==> src/rtl/riscv_issue_pkg.sv <==
// riscv_issue_pkg: shared opcode constants, instruction classes and the canonical NOP
package riscv_issue_pkg;
   localparam logic [6:0] OP_R  = 7'b0110011;
   localparam logic [6:0] OP_I  = 7'b0010011;
   localparam logic [6:0] OP_LD = 7'b0000011;
   localparam logic [6:0] OP_ST = 7'b0100011;
   localparam logic [6:0] OP_BR = 7'b1100011;
   localparam logic [31:0] NOP_INST = 32'h00000013;
   typedef enum logic [2:0] {CLS_ALU, CLS_BR, CLS_LD, CLS_ST, CLS_ILL} inst_class_t;
endpackage

==> src/rtl/inst_classify.sv <==
// inst_classify: decodes an RV32I word into issue class and register fields
module inst_classify
   import riscv_issue_pkg::*;
(
   input  logic [31:0] inst,
   output inst_class_t cls,
   output logic [4:0]  rd,
   output logic [4:0]  rs1,
   output logic [4:0]  rs2,
   output logic        writes_rd,
   output logic        uses_rs2
);
   logic [6:0] op;
   logic       unused_bits;
   // opcode class and register usage; only ALU and loads produce a result register
   always_comb begin
      op          = inst[6:0];
      unused_bits = ^{inst[31:25], inst[14:12]};
      cls = (op == OP_R || op == OP_I) ? CLS_ALU :
            (op == OP_BR) ? CLS_BR :
            (op == OP_LD) ? CLS_LD :
            (op == OP_ST) ? CLS_ST : CLS_ILL;
      rd        = inst[11:7];
      rs1       = inst[19:15];
      rs2       = inst[24:20];
      writes_rd = (cls == CLS_ALU) || (cls == CLS_LD);
      uses_rs2  = (op == OP_R) || (cls == CLS_BR) || (cls == CLS_ST);
   end
endmodule

==> src/rtl/dual_issue_steer.sv <==
// dual_issue_steer: queued in-order dual issue into slot A (ALU/BR) and slot B (ALU/LD/ST); ISSUE_STATS_EN adds issue counters
module dual_issue_steer
   import riscv_issue_pkg::*;
#(
   parameter int DEPTH = 4
) (
   input  logic        clk,
   input  logic        rst,
   input  logic        in_valid,
   input  logic [31:0] in_inst,
   output logic        in_ready,
   input  logic        flush,
   input  logic        out_ready,
   output logic        out_a_valid,
   output logic [31:0] out_a_inst,
   output logic        out_b_valid,
   output logic [31:0] out_b_inst,
   output logic        out_b_first,
`ifdef ISSUE_STATS_EN
   output logic [31:0] dual_cnt,
   output logic [31:0] single_cnt,
`endif
   output logic        illegal
);
   localparam int PTR_W = $clog2(DEPTH);
   localparam int CNT_W = PTR_W + 1;

   logic [31:0]      mem_q [DEPTH];
   logic [31:0]      mem_d [DEPTH];
   logic [PTR_W-1:0] head_q, head_d, tail_q, tail_d, head1;
   logic [CNT_W-1:0] count_q, count_d, pops, pop_n;
   logic             a_valid_q, a_valid_d, b_valid_q, b_valid_d, b_first_q, b_first_d;
   logic             illegal_q, illegal_d;
   logic [31:0]      a_inst_q, a_inst_d, b_inst_q, b_inst_d;
   logic [31:0]      h0, h1, g_a_inst, g_b_inst;
   inst_class_t      c0, c1;
   logic [4:0]       rd0, rs1_0, rs2_0, rd1, rs1_1, rs2_1;
   logic             wr0, u2_0, wr1, u2_1, unused_h0;
   logic             has0, has1, hazard, pair_a, pair_b, h0_a, h0_b;
   logic             g_a_valid, g_b_valid, g_b_first, g_ill, issue, push;

   inst_classify u_cls0 (.inst(h0), .cls(c0), .rd(rd0), .rs1(rs1_0), .rs2(rs2_0), .writes_rd(wr0), .uses_rs2(u2_0));
   inst_classify u_cls1 (.inst(h1), .cls(c1), .rd(rd1), .rs1(rs1_1), .rs2(rs2_1), .writes_rd(wr1), .uses_rs2(u2_1));

   // group formation from the two oldest entries; a hazard or branch/illegal head forces single issue
   always_comb begin
      head1     = head_q + PTR_W'(1);
      h0        = mem_q[head_q];
      h1        = mem_q[head1];
      unused_h0 = ^{rs1_0, rs2_0, u2_0};
      has0      = count_q != '0;
      has1      = count_q >= CNT_W'(2);
      hazard    = (wr0 && rd0 != 5'd0 && (rd0 == rs1_1 || (u2_1 && rd0 == rs2_1))) ||
                  (wr0 && wr1 && rd0 != 5'd0 && rd0 == rd1);
      pair_b    = has1 && !hazard && (c1 == CLS_ALU || c1 == CLS_LD || c1 == CLS_ST);
      pair_a    = has1 && !hazard && (c1 == CLS_ALU || c1 == CLS_BR);
      h0_b      = has0 && (c0 == CLS_LD || c0 == CLS_ST);
      h0_a      = has0 && !h0_b;
      g_a_valid = h0_a || (h0_b && pair_a);
      g_b_valid = h0_b || (has0 && c0 == CLS_ALU && pair_b);
      g_a_inst  = h0_a ? h0 : g_a_valid ? h1 : NOP_INST;
      g_b_inst  = h0_b ? h0 : g_b_valid ? h1 : NOP_INST;
      g_b_first = h0_b && pair_a;
      g_ill     = has0 && c0 == CLS_ILL;
      pops      = CNT_W'(g_a_valid) + CNT_W'(g_b_valid);
   end

   // queue and output register next state; flush overrides push, pop and issue
   always_comb begin
      issue = out_ready && !flush;
      push  = in_valid && in_ready && !flush;
      pop_n = issue ? pops : '0;
      mem_d = mem_q;
      if (push) mem_d[tail_q] = in_inst;
      head_d    = flush ? '0 : head_q + PTR_W'(pop_n);
      tail_d    = flush ? '0 : tail_q + PTR_W'(push);
      count_d   = flush ? '0 : count_q + CNT_W'(push) - pop_n;
      a_valid_d = flush ? 1'b0 : issue ? g_a_valid : a_valid_q;
      a_inst_d  = flush ? NOP_INST : issue ? g_a_inst : a_inst_q;
      b_valid_d = flush ? 1'b0 : issue ? g_b_valid : b_valid_q;
      b_inst_d  = flush ? NOP_INST : issue ? g_b_inst : b_inst_q;
      b_first_d = flush ? 1'b0 : issue ? g_b_first : b_first_q;
      illegal_d = issue && g_ill;
   end

   // queue storage holds data only, so it needs no reset
   always_ff @(posedge clk) mem_q <= mem_d;

   // control and output registers
   always_ff @(posedge clk or posedge rst) begin
      if (rst) begin
         head_q    <= '0;
         tail_q    <= '0;
         count_q   <= '0;
         a_valid_q <= 1'b0;
         a_inst_q  <= NOP_INST;
         b_valid_q <= 1'b0;
         b_inst_q  <= NOP_INST;
         b_first_q <= 1'b0;
         illegal_q <= 1'b0;
      end else begin
         head_q    <= head_d;
         tail_q    <= tail_d;
         count_q   <= count_d;
         a_valid_q <= a_valid_d;
         a_inst_q  <= a_inst_d;
         b_valid_q <= b_valid_d;
         b_inst_q  <= b_inst_d;
         b_first_q <= b_first_d;
         illegal_q <= illegal_d;
      end
   end

`ifdef ISSUE_STATS_EN
   logic [31:0] dual_cnt_q, dual_cnt_d, single_cnt_q, single_cnt_d;
   // issue statistics survive flush; only reset clears them
   always_comb begin
      dual_cnt_d   = dual_cnt_q + 32'(issue && pops == CNT_W'(2));
      single_cnt_d = single_cnt_q + 32'(issue && pops == CNT_W'(1));
   end
   // statistics registers
   always_ff @(posedge clk or posedge rst) begin
      if (rst) begin
         dual_cnt_q   <= '0;
         single_cnt_q <= '0;
      end else begin
         dual_cnt_q   <= dual_cnt_d;
         single_cnt_q <= single_cnt_d;
      end
   end
   assign dual_cnt   = dual_cnt_q;
   assign single_cnt = single_cnt_q;
`endif

   assign in_ready    = count_q < CNT_W'(DEPTH);
   assign out_a_valid = a_valid_q;
   assign out_a_inst  = a_inst_q;
   assign out_b_valid = b_valid_q;
   assign out_b_inst  = b_inst_q;
   assign out_b_first = b_first_q;
   assign illegal     = illegal_q;
endmodule

==> config.mk <==
export PLATFORM = sky130hd
export DESIGN_NAME = dual_issue_steer
export DESIGN_NICKNAME = d
export VERILOG_FILES = /design/src/rtl/riscv_issue_pkg.sv /design/src/rtl/inst_classify.sv /design/src/rtl/dual_issue_steer.sv
export SDC_FILE = /design/constraint.sdc
export NUM_CORES = 1
export LEC_CHECK = 0
export CAP_MARGIN = 30
export CORE_ASPECT_RATIO = 0.5
export CORE_MARGIN = 2
export CORE_UTILIZATION = 31
export CTS_CLUSTER_SIZE = 14
export DETAILED_ROUTE_END_ITERATION = 16
export GPL_TIMING_DRIVEN = 0
export PLACE_DENSITY = 0.47
export RECOVER_POWER = 25
export SYNTH_ARGS = -nofsm -noshare
export SYNTH_HDL_FRONTEND = slang
export SYNTH_HIERARCHICAL = 1
export SYNTH_SLANG_ARGS = --single-unit
==> constraint.sdc <==
create_clock -name clk -period 12.4 [get_ports clk]
set_input_delay 2.48 -clock clk [delete_from_list [all_inputs] [get_ports clk]]
set_output_delay 2.48 -clock clk [all_outputs]
set_load 0.02 [all_outputs]
==> flow_metrics.env, run 1 <==
export IMPL_outcome="completed"
export IMPL_cts_repair_resized=0
export IMPL_crit_reg2reg_launch="head_q[0]"
export IMPL_finalSetupViolations=0
export IMPL_worstMarginPinSlew_ns=1.11
export IMPL_hold_violations=0
export IMPL_io_pin_count=106
export IMPL_std_cell_rows=46
export IMPL_ff2ff_path_depth=18
export IMPL_cts_htree_levels=1
export IMPL_tritoncts_buffer_count=22
export IMPL_chip_width_um=257
export IMPL_worstHoldStart="out_b_first"
export IMPL_timing_max_cap_violations=0
export IMPL_cts_root_buffer="sky130_fd_sc_hd__clkbuf_16"
export IMPL_syn_inst=665
export IMPL_skew_ns=0.0113
export IMPL_final_antenna_net_count=0
export IMPL_leakage_nw=4.31
export IMPL_dr_first_iter_drc_count=502
export IMPL_hpwlAfterDp_mm=20.9
export IMPL_crit_path_end_kind="flop"
export IMPL_clk_latency_ns=0.52
export IMPL_yosys_warnings=6
export IMPL_port_buffers=105
export IMPL_grt_max_degree=56
export IMPL_final_max_slew_viol_count=0
export IMPL_cts_tree="done"
export IMPL_cts_setup_buffers=0
export IMPL_startpoint_type="flop"
export IMPL_route_detailed_vias_per_inst=5.15
export IMPL_cp_max_fo=10
export IMPL_postLayoutSetupSlackWorst_ns=6.78
export IMPL_final_estimated_routing_congestion_in_global_placement=0.831
export IMPL_detail_route_wirelength_mm=29.6
export IMPL_grt_remaining_overflow=0
export IMPL_holdPathStages=2
export IMPL_layout_nets=847
export IMPL_end_of_the_worst_hold_path="out_b_first"
export IMPL_final_setup_tns_ns=0
export IMPL_grt_first_pass_wirelength_mm=44.2
export IMPL_critical_path_arrival_ns=6.00
export IMPL_flow_area_growth_from_synthesis_pct=25.1
export IMPL_pre_cts_ws_ns=6.89
export IMPL_vdd_ir_drop_max_mv=0.0912
export IMPL_initial_antenna_violation_count=1
export IMPL_worstSetupPathType="flop to flop"
export IMPL_hp_class="flop to flop"
export IMPL_post_route_cells_drive_above_1_share_pct=23.6
export IMPL_post_cts_hold_buffer_count=0
export IMPL_drc=0
export IMPL_first_global_vias=6582
export IMPL_number_of_buffers_on_the_longest_clock_path=3
export IMPL_clkSinkCount=203
export IMPL_p_per_area_nw_per_um2=164
export IMPL_synth_nets=707
export IMPL_placed_cells_incl_taps=1213
export IMPL_syn_mean_instance_area_um2=14.9
export IMPL_min_period_ns=5.62
export IMPL_final_period_utilization_pct=45.3
export IMPL_design_die_area_um2=33400
export IMPL_mapped_area_um2=9890
export IMPL_grt_usage_pct=17.8
export IMPL_rsz_0062_raised_after_global_routing="false"
export IMPL_core_area_um2=31500
export IMPL_clock_input_transition_at_the_sequential_cells_of_the_worst_setup_and_hold_paths_ns=0.06
export IMPL_ff2ff_setup_slack_ns=6.78
export IMPL_finalNonFillerCells=1254
export IMPL_timing_slew_headroom_pct=25.6
export IMPL_initial_core_utilization_pct=31.3
export IMPL_r2r_end="count_q[2]"
export IMPL_dr_total_vias=6457
export IMPL_chipHeight_um=130
export IMPL_timing_critical_path_required_ns=12.78
export IMPL_detail_route_first_pass_iterations=5
export IMPL_max_freq_mhz=178
export IMPL_wl_per_cell_um=23.6
==> placed cells by master, fill, tap and decap left out, types with 3 or more instances in the layout <==
| cell type | instances |
|---|---|
| sky130_fd_sc_hd__edfxtp_1 | 128 |
| sky130_fd_sc_hd__nand3_1 | 6 |
| sky130_fd_sc_hd__mux4_2 | 64 |
| sky130_fd_sc_hd__buf_2 | 9 |
| sky130_fd_sc_hd__o21ai_0 | 3 |
| sky130_fd_sc_hd__nor4_1 | 4 |
| sky130_fd_sc_hd__xnor2_1 | 6 |
| sky130_fd_sc_hd__ha_1 | 4 |
| sky130_fd_sc_hd__buf_6 | 13 |
| sky130_fd_sc_hd__clkbuf_8 | 5 |
| sky130_fd_sc_hd__nor3b_2 | 4 |
| sky130_fd_sc_hd__buf_4 | 20 |
| sky130_fd_sc_hd__o32a_1 | 3 |
| sky130_fd_sc_hd__nor2b_1 | 62 |
| sky130_fd_sc_hd__o22a_1 | 7 |
| sky130_fd_sc_hd__o22ai_2 | 8 |
| sky130_fd_sc_hd__clkbuf_16 | 22 |
| sky130_fd_sc_hd__clkbuf_1 | 37 |
| sky130_fd_sc_hd__nor2_1 | 15 |
| sky130_fd_sc_hd__dlygate4sd3_1 | 26 |
| sky130_fd_sc_hd__dfstp_2 | 6 |
| sky130_fd_sc_hd__o22ai_1 | 24 |
| sky130_fd_sc_hd__nor3_1 | 6 |
| sky130_fd_sc_hd__nand2b_1 | 6 |
| sky130_fd_sc_hd__inv_1 | 34 |
| sky130_fd_sc_hd__o32ai_1 | 6 |
| sky130_fd_sc_hd__dfrtp_1 | 69 |
| sky130_fd_sc_hd__a21oi_1 | 58 |
| sky130_fd_sc_hd__nand2_1 | 15 |
| sky130_fd_sc_hd__clkdlybuf4s50_1 | 79 |
| sky130_fd_sc_hd__xor2_1 | 16 |
| sky130_fd_sc_hd__o32ai_2 | 20 |
==> flip-flops by register name, indices dropped and copies added, names as in the netlist <==
register     cells
head_q           2
count_q          3
mem_q          128
illegal          1
out_a_valid      1
out_b_inst      32
tail_q           2
out_b_first      1
out_a_inst      32
out_b_valid      1
==> per-layer routing <==
layer | part of all wire [%] | track usage [%] | routed length, µm | vias up
met5 | 0 | 0 | 0 | -
li1 | - | - | - | 2831
met1 | 47 | 25.2 | 14000 | 3421
met3 | 4.5 | 3.36 | 1330 | 38
met4 | 1.5 | 3.08 | 454 | 0
met2 | 47 | 29.2 | 13900 | 167
==> critical path, cell delays in order, from the launching register on <==
cell	delay, ns
sky130_fd_sc_hd__dfrtp_1	0.38
sky130_fd_sc_hd__buf_2	0.32
sky130_fd_sc_hd__clkbuf_1	0.76
sky130_fd_sc_hd__mux4_2	0.47
sky130_fd_sc_hd__buf_4	0.19
sky130_fd_sc_hd__xor2_1	0.15
sky130_fd_sc_hd__nor4_1	0.55
sky130_fd_sc_hd__a32oi_2	0.29
sky130_fd_sc_hd__a21oi_4	0.47
sky130_fd_sc_hd__buf_6	0.24
sky130_fd_sc_hd__o21ai_0	0.15
sky130_fd_sc_hd__ha_1	0.35
sky130_fd_sc_hd__nand2_1	0.09
sky130_fd_sc_hd__xnor2_1	0.18
sky130_fd_sc_hd__ha_1	0.16
sky130_fd_sc_hd__inv_1	0.05
sky130_fd_sc_hd__fa_1	0.44
sky130_fd_sc_hd__xnor2_1	0.17
sky130_fd_sc_hd__nor2_1	0.05
==> cell type report <==
cell class | count | area (µm²)
fillers | 3007 | 19200
repair buffers | 116 | 1210
multi-input cells | 362 | 3670
plain buffers | 65 | 375
clock inverters | 4 | 53.8
inverters | 35 | 133
diodes | 1 | 2.50
well taps | 432 | 541
clock buffers | 36 | 653
flip-flops and latches | 203 | 5730
==> per-stage QoR <==
stage / power (W) / utilization [%] / area [µm²] / hold WS (ns)
after detailed placement: 0.00139 / 37.0 / 11700 / 0.506
final: 0.00203 / 39.2 / 12400 / 0.514
after CTS: 0.00205 / 39.2 / 12400 / 0.524
after floorplan: 0.00119 / - / 9890 / 0.557
after global placement: 0.00139 / 36.4 / 11500 / 0.506
after global routing: 0.00212 / 39.2 / 12400 / 0.588
==> worst max-delay path by stage <==
stage / from / endpoint / cells after the start
2_1_floorplan: flush / mem_q[32] / 3
3_3_place_gp: flush / mem_q[55] / 4
3_5_place_dp: head_q[0] / count_q[2] / 18
4_1_cts: head_q[0] / count_q[2] / 18
5_1_grt: head_q[0] / count_q[2] / 18
6_report: head_q[0] / count_q[2] / 18
==> report_power, final <==
group	internal, W	switching [W]	total [W]
Clock	0.000380	0.000271	0.000651
Sequential	0.000764	0.0000256	0.000790
Combinational	0.000256	0.000331	0.000587
Total	0.00140	0.000628	0.00203
Power figures use the tool's default switching activity.
==> run 2: changes to the inputs <==
==> constraint.sdc (replaced) <==
create_clock -name clk -period 5.4 [get_ports clk]
set_input_delay 1.08 -clock clk [delete_from_list [all_inputs] [get_ports clk]]
set_output_delay 1.08 -clock clk [all_outputs]
set_load 0.02 [all_outputs]
==> run 2 against run 1 <==
- routed wire length about the same
- core utilization increased by 0.079 points
- fmax increased by 12%
- sequential cell count unchanged
- clock skew increased by 0.0021 ns
- non-clock buffer count increased by 2
- setup slack got worse by 6.4 ns
- via count increased by 0.51%
- critical endpoint unchanged
- largest power group unchanged
==> flow_metrics.env, run 2 (synthesized netlist as in run 1, its figures left out) <==
export IMPL_cts_htree_levels=1
export IMPL_ff2ff_setup_slack_ns=0.39
export IMPL_layout_nets=849
export IMPL_top_layer="met4"
export IMPL_mostFrequentLayoutCell="sky130_fd_sc_hd__edfxtp_1"
export IMPL_largest_register_ffs=128
export IMPL_timing_critical_path_required_ns=5.78
export IMPL_detail_route_first_pass_iterations=5
export IMPL_vdd_ir_drop_max_mv=0.208
export IMPL_r2r_end="count_q[2]"
export IMPL_worstHoldStart="out_b_first"
export IMPL_min_period_ns=5.01
export IMPL_final_estimated_routing_congestion_in_global_placement=0.831
export IMPL_final_antenna_net_count=0
export IMPL_fillers=3008
export IMPL_dr_first_iter_drc_count=555
export IMPL_post_route_cells_drive_above_1_share_pct=24.1
export IMPL_detail_route_wirelength_mm=29.6
export IMPL_cts_tree="done"
export IMPL_hpwlAfterDp_mm=20.9
export IMPL_placed_cells_incl_taps=1213
export IMPL_std_cell_rows=46
export IMPL_initial_core_utilization_pct=31.3
export IMPL_hp_class="flop to flop"
export IMPL_cp_max_fo=10
export IMPL_port_buffers=105
export IMPL_clk_latency_ns=0.52
export IMPL_finalNonFillerCells=1256
export IMPL_final_cell_mix="sky130_fd_sc_hd__edfxtp_1 (128), sky130_fd_sc_hd__clkdlybuf4s50_1 (79), sky130_fd_sc_hd__dfrtp_1 (69)"
export IMPL_chip_width_um=257
export IMPL_skew_ns=0.0134
export IMPL_outcome="completed"
export IMPL_wl_per_cell_um=23.6
export IMPL_wl_met1_mm=14.0
export IMPL_finalSetupViolations=0
export IMPL_worstSetupPathType="flop to flop"
export IMPL_end_of_the_worst_hold_path="out_b_first"
export IMPL_registers_top_by_ff_count="mem_q"
export IMPL_final_setup_tns_ns=0
export IMPL_p_per_area_nw_per_um2=376
export IMPL_final_period_utilization_pct=92.7
export IMPL_grt_first_pass_wirelength_mm=44.2
export IMPL_leakage_nw=4.33
export IMPL_io_pin_count=106
export IMPL_area_of_the_multi_input_gates_um2=3670
export IMPL_initial_antenna_violation_count=1
export IMPL_design_die_area_um2=33400
export IMPL_number_of_buffers_on_the_longest_clock_path=3
export IMPL_worstMarginPinSlew_ns=1.11
export IMPL_flow_area_growth_from_synthesis_pct=25.4
export IMPL_timing_max_cap_violations=0
export IMPL_tritoncts_buffer_count=22
export IMPL_cts_root_buffer="sky130_fd_sc_hd__clkbuf_16"
export IMPL_drc=0
export IMPL_post_cts_hold_buffer_count=0
export IMPL_dr_total_vias=6490
export IMPL_holdPathStages=2
export IMPL_crit_path_end_kind="flop"
export IMPL_postLayoutCoreUtil_pct=39.3
export IMPL_final_max_slew_viol_count=0
export IMPL_chipHeight_um=130
export IMPL_whs_ns=0.513
export IMPL_core_area_um2=31500
export IMPL_sequential_cell_area_um2=5730
export IMPL_rsz_0062_raised_after_global_routing="false"
export IMPL_met2RoutedLength_mm=13.9
export IMPL_crit_reg2reg_launch="head_q[1]"
export IMPL_grt_max_degree=56
export IMPL_hold_violations=0
export IMPL_first_global_vias=6583
export IMPL_clkSinkCount=203
export IMPL_clock_input_transition_at_the_sequential_cells_of_the_worst_setup_and_hold_paths_ns=0.06
export IMPL_timing_slew_headroom_pct=25.6
export IMPL_ff2ff_path_depth=18
export IMPL_startpoint_type="flop"
export IMPL_grt_usage_pct=17.9
export IMPL_routed_wl_met3_mm=1.27
export IMPL_max_freq_mhz=200
export IMPL_grt_remaining_overflow=0
export IMPL_total_power_w=0.00466
export IMPL_critical_path_arrival_ns=5.39
export IMPL_route_detailed_vias_per_inst=5.17
[run 2: final cells by class]
cell class / count / area share (%)
inverters: 35 / 1.07
multi-input cells: 362 / 29.6
flip-flops and latches: 203 / 46.2
well taps: 432 / 4.36
plain buffers: 65 / 3.11
diodes: 1 / 0.0202
clock buffers: 36 / 5.27
repair buffers: 118 / 9.90
clock inverters: 4 / 0.434
[run 2: critical path: stages, from the launching register on]
cell and delay (ns):
sky130_fd_sc_hd__dfrtp_1 0.35, sky130_fd_sc_hd__buf_2 0.32, sky130_fd_sc_hd__clkbuf_4 0.38, sky130_fd_sc_hd__mux4_2 0.59
sky130_fd_sc_hd__buf_4 0.19, sky130_fd_sc_hd__xor2_1 0.15, sky130_fd_sc_hd__nor4_1 0.52, sky130_fd_sc_hd__a32oi_2 0.30
sky130_fd_sc_hd__a21oi_4 0.24, sky130_fd_sc_hd__buf_6 0.19, sky130_fd_sc_hd__o21ai_0 0.15, sky130_fd_sc_hd__ha_1 0.35
sky130_fd_sc_hd__nand2_1 0.09, sky130_fd_sc_hd__xnor2_1 0.17, sky130_fd_sc_hd__ha_1 0.16, sky130_fd_sc_hd__inv_1 0.05
sky130_fd_sc_hd__fa_1 0.44, sky130_fd_sc_hd__xnor2_1 0.17, sky130_fd_sc_hd__nor2_1 0.05
[run 2: stage by stage]
step | instance area, µm² | worst slack (ns)
3_3_place_gp | 11500 | -2.23
5_1_grt | 12400 | 0.129
6_report | 12400 | 0.393
2_1_floorplan | 9890 | 1.17
4_1_cts | 12400 | 0.0140
3_5_place_dp | 11700 | -0.109
[run 2: worst max path at each step]
stage                   start          to  slack, ns
global route        head_q[1]  count_q[2]       0.13
global placement        flush   mem_q[55]      -2.23
finish              head_q[1]  count_q[2]       0.39
detailed placement  head_q[0]  count_q[2]      -0.11
CTS                 head_q[1]  count_q[2]       0.01
floorplan           head_q[1]  count_q[2]       1.17
[run 2: what timing repair did]
item | in CTS | in global routing
resized for setup | 4 | 1
endpoints found under the setup margin | 2 | 2
pin swaps | 0 | 1
buffers inserted | 0 | 2
[run 2: layer usage]
| layer | vias to the layer above | GRT usage (%) |
|---|---|---|
| met5 | - | 0 |
| met3 | 37 | 3.36 |
| met2 | 172 | 29.2 |
| met4 | 0 | 3.08 |
| met1 | 3446 | 25.3 |
| li1 | 2835 | - |
[run 2: report_power, final]
group | internal, W | switching, W
sequential | 0.00175 | 0.0000587
combinational | 0.000590 | 0.000763
clock | 0.000873 | 0.000619
total | 0.00322 | 0.00144
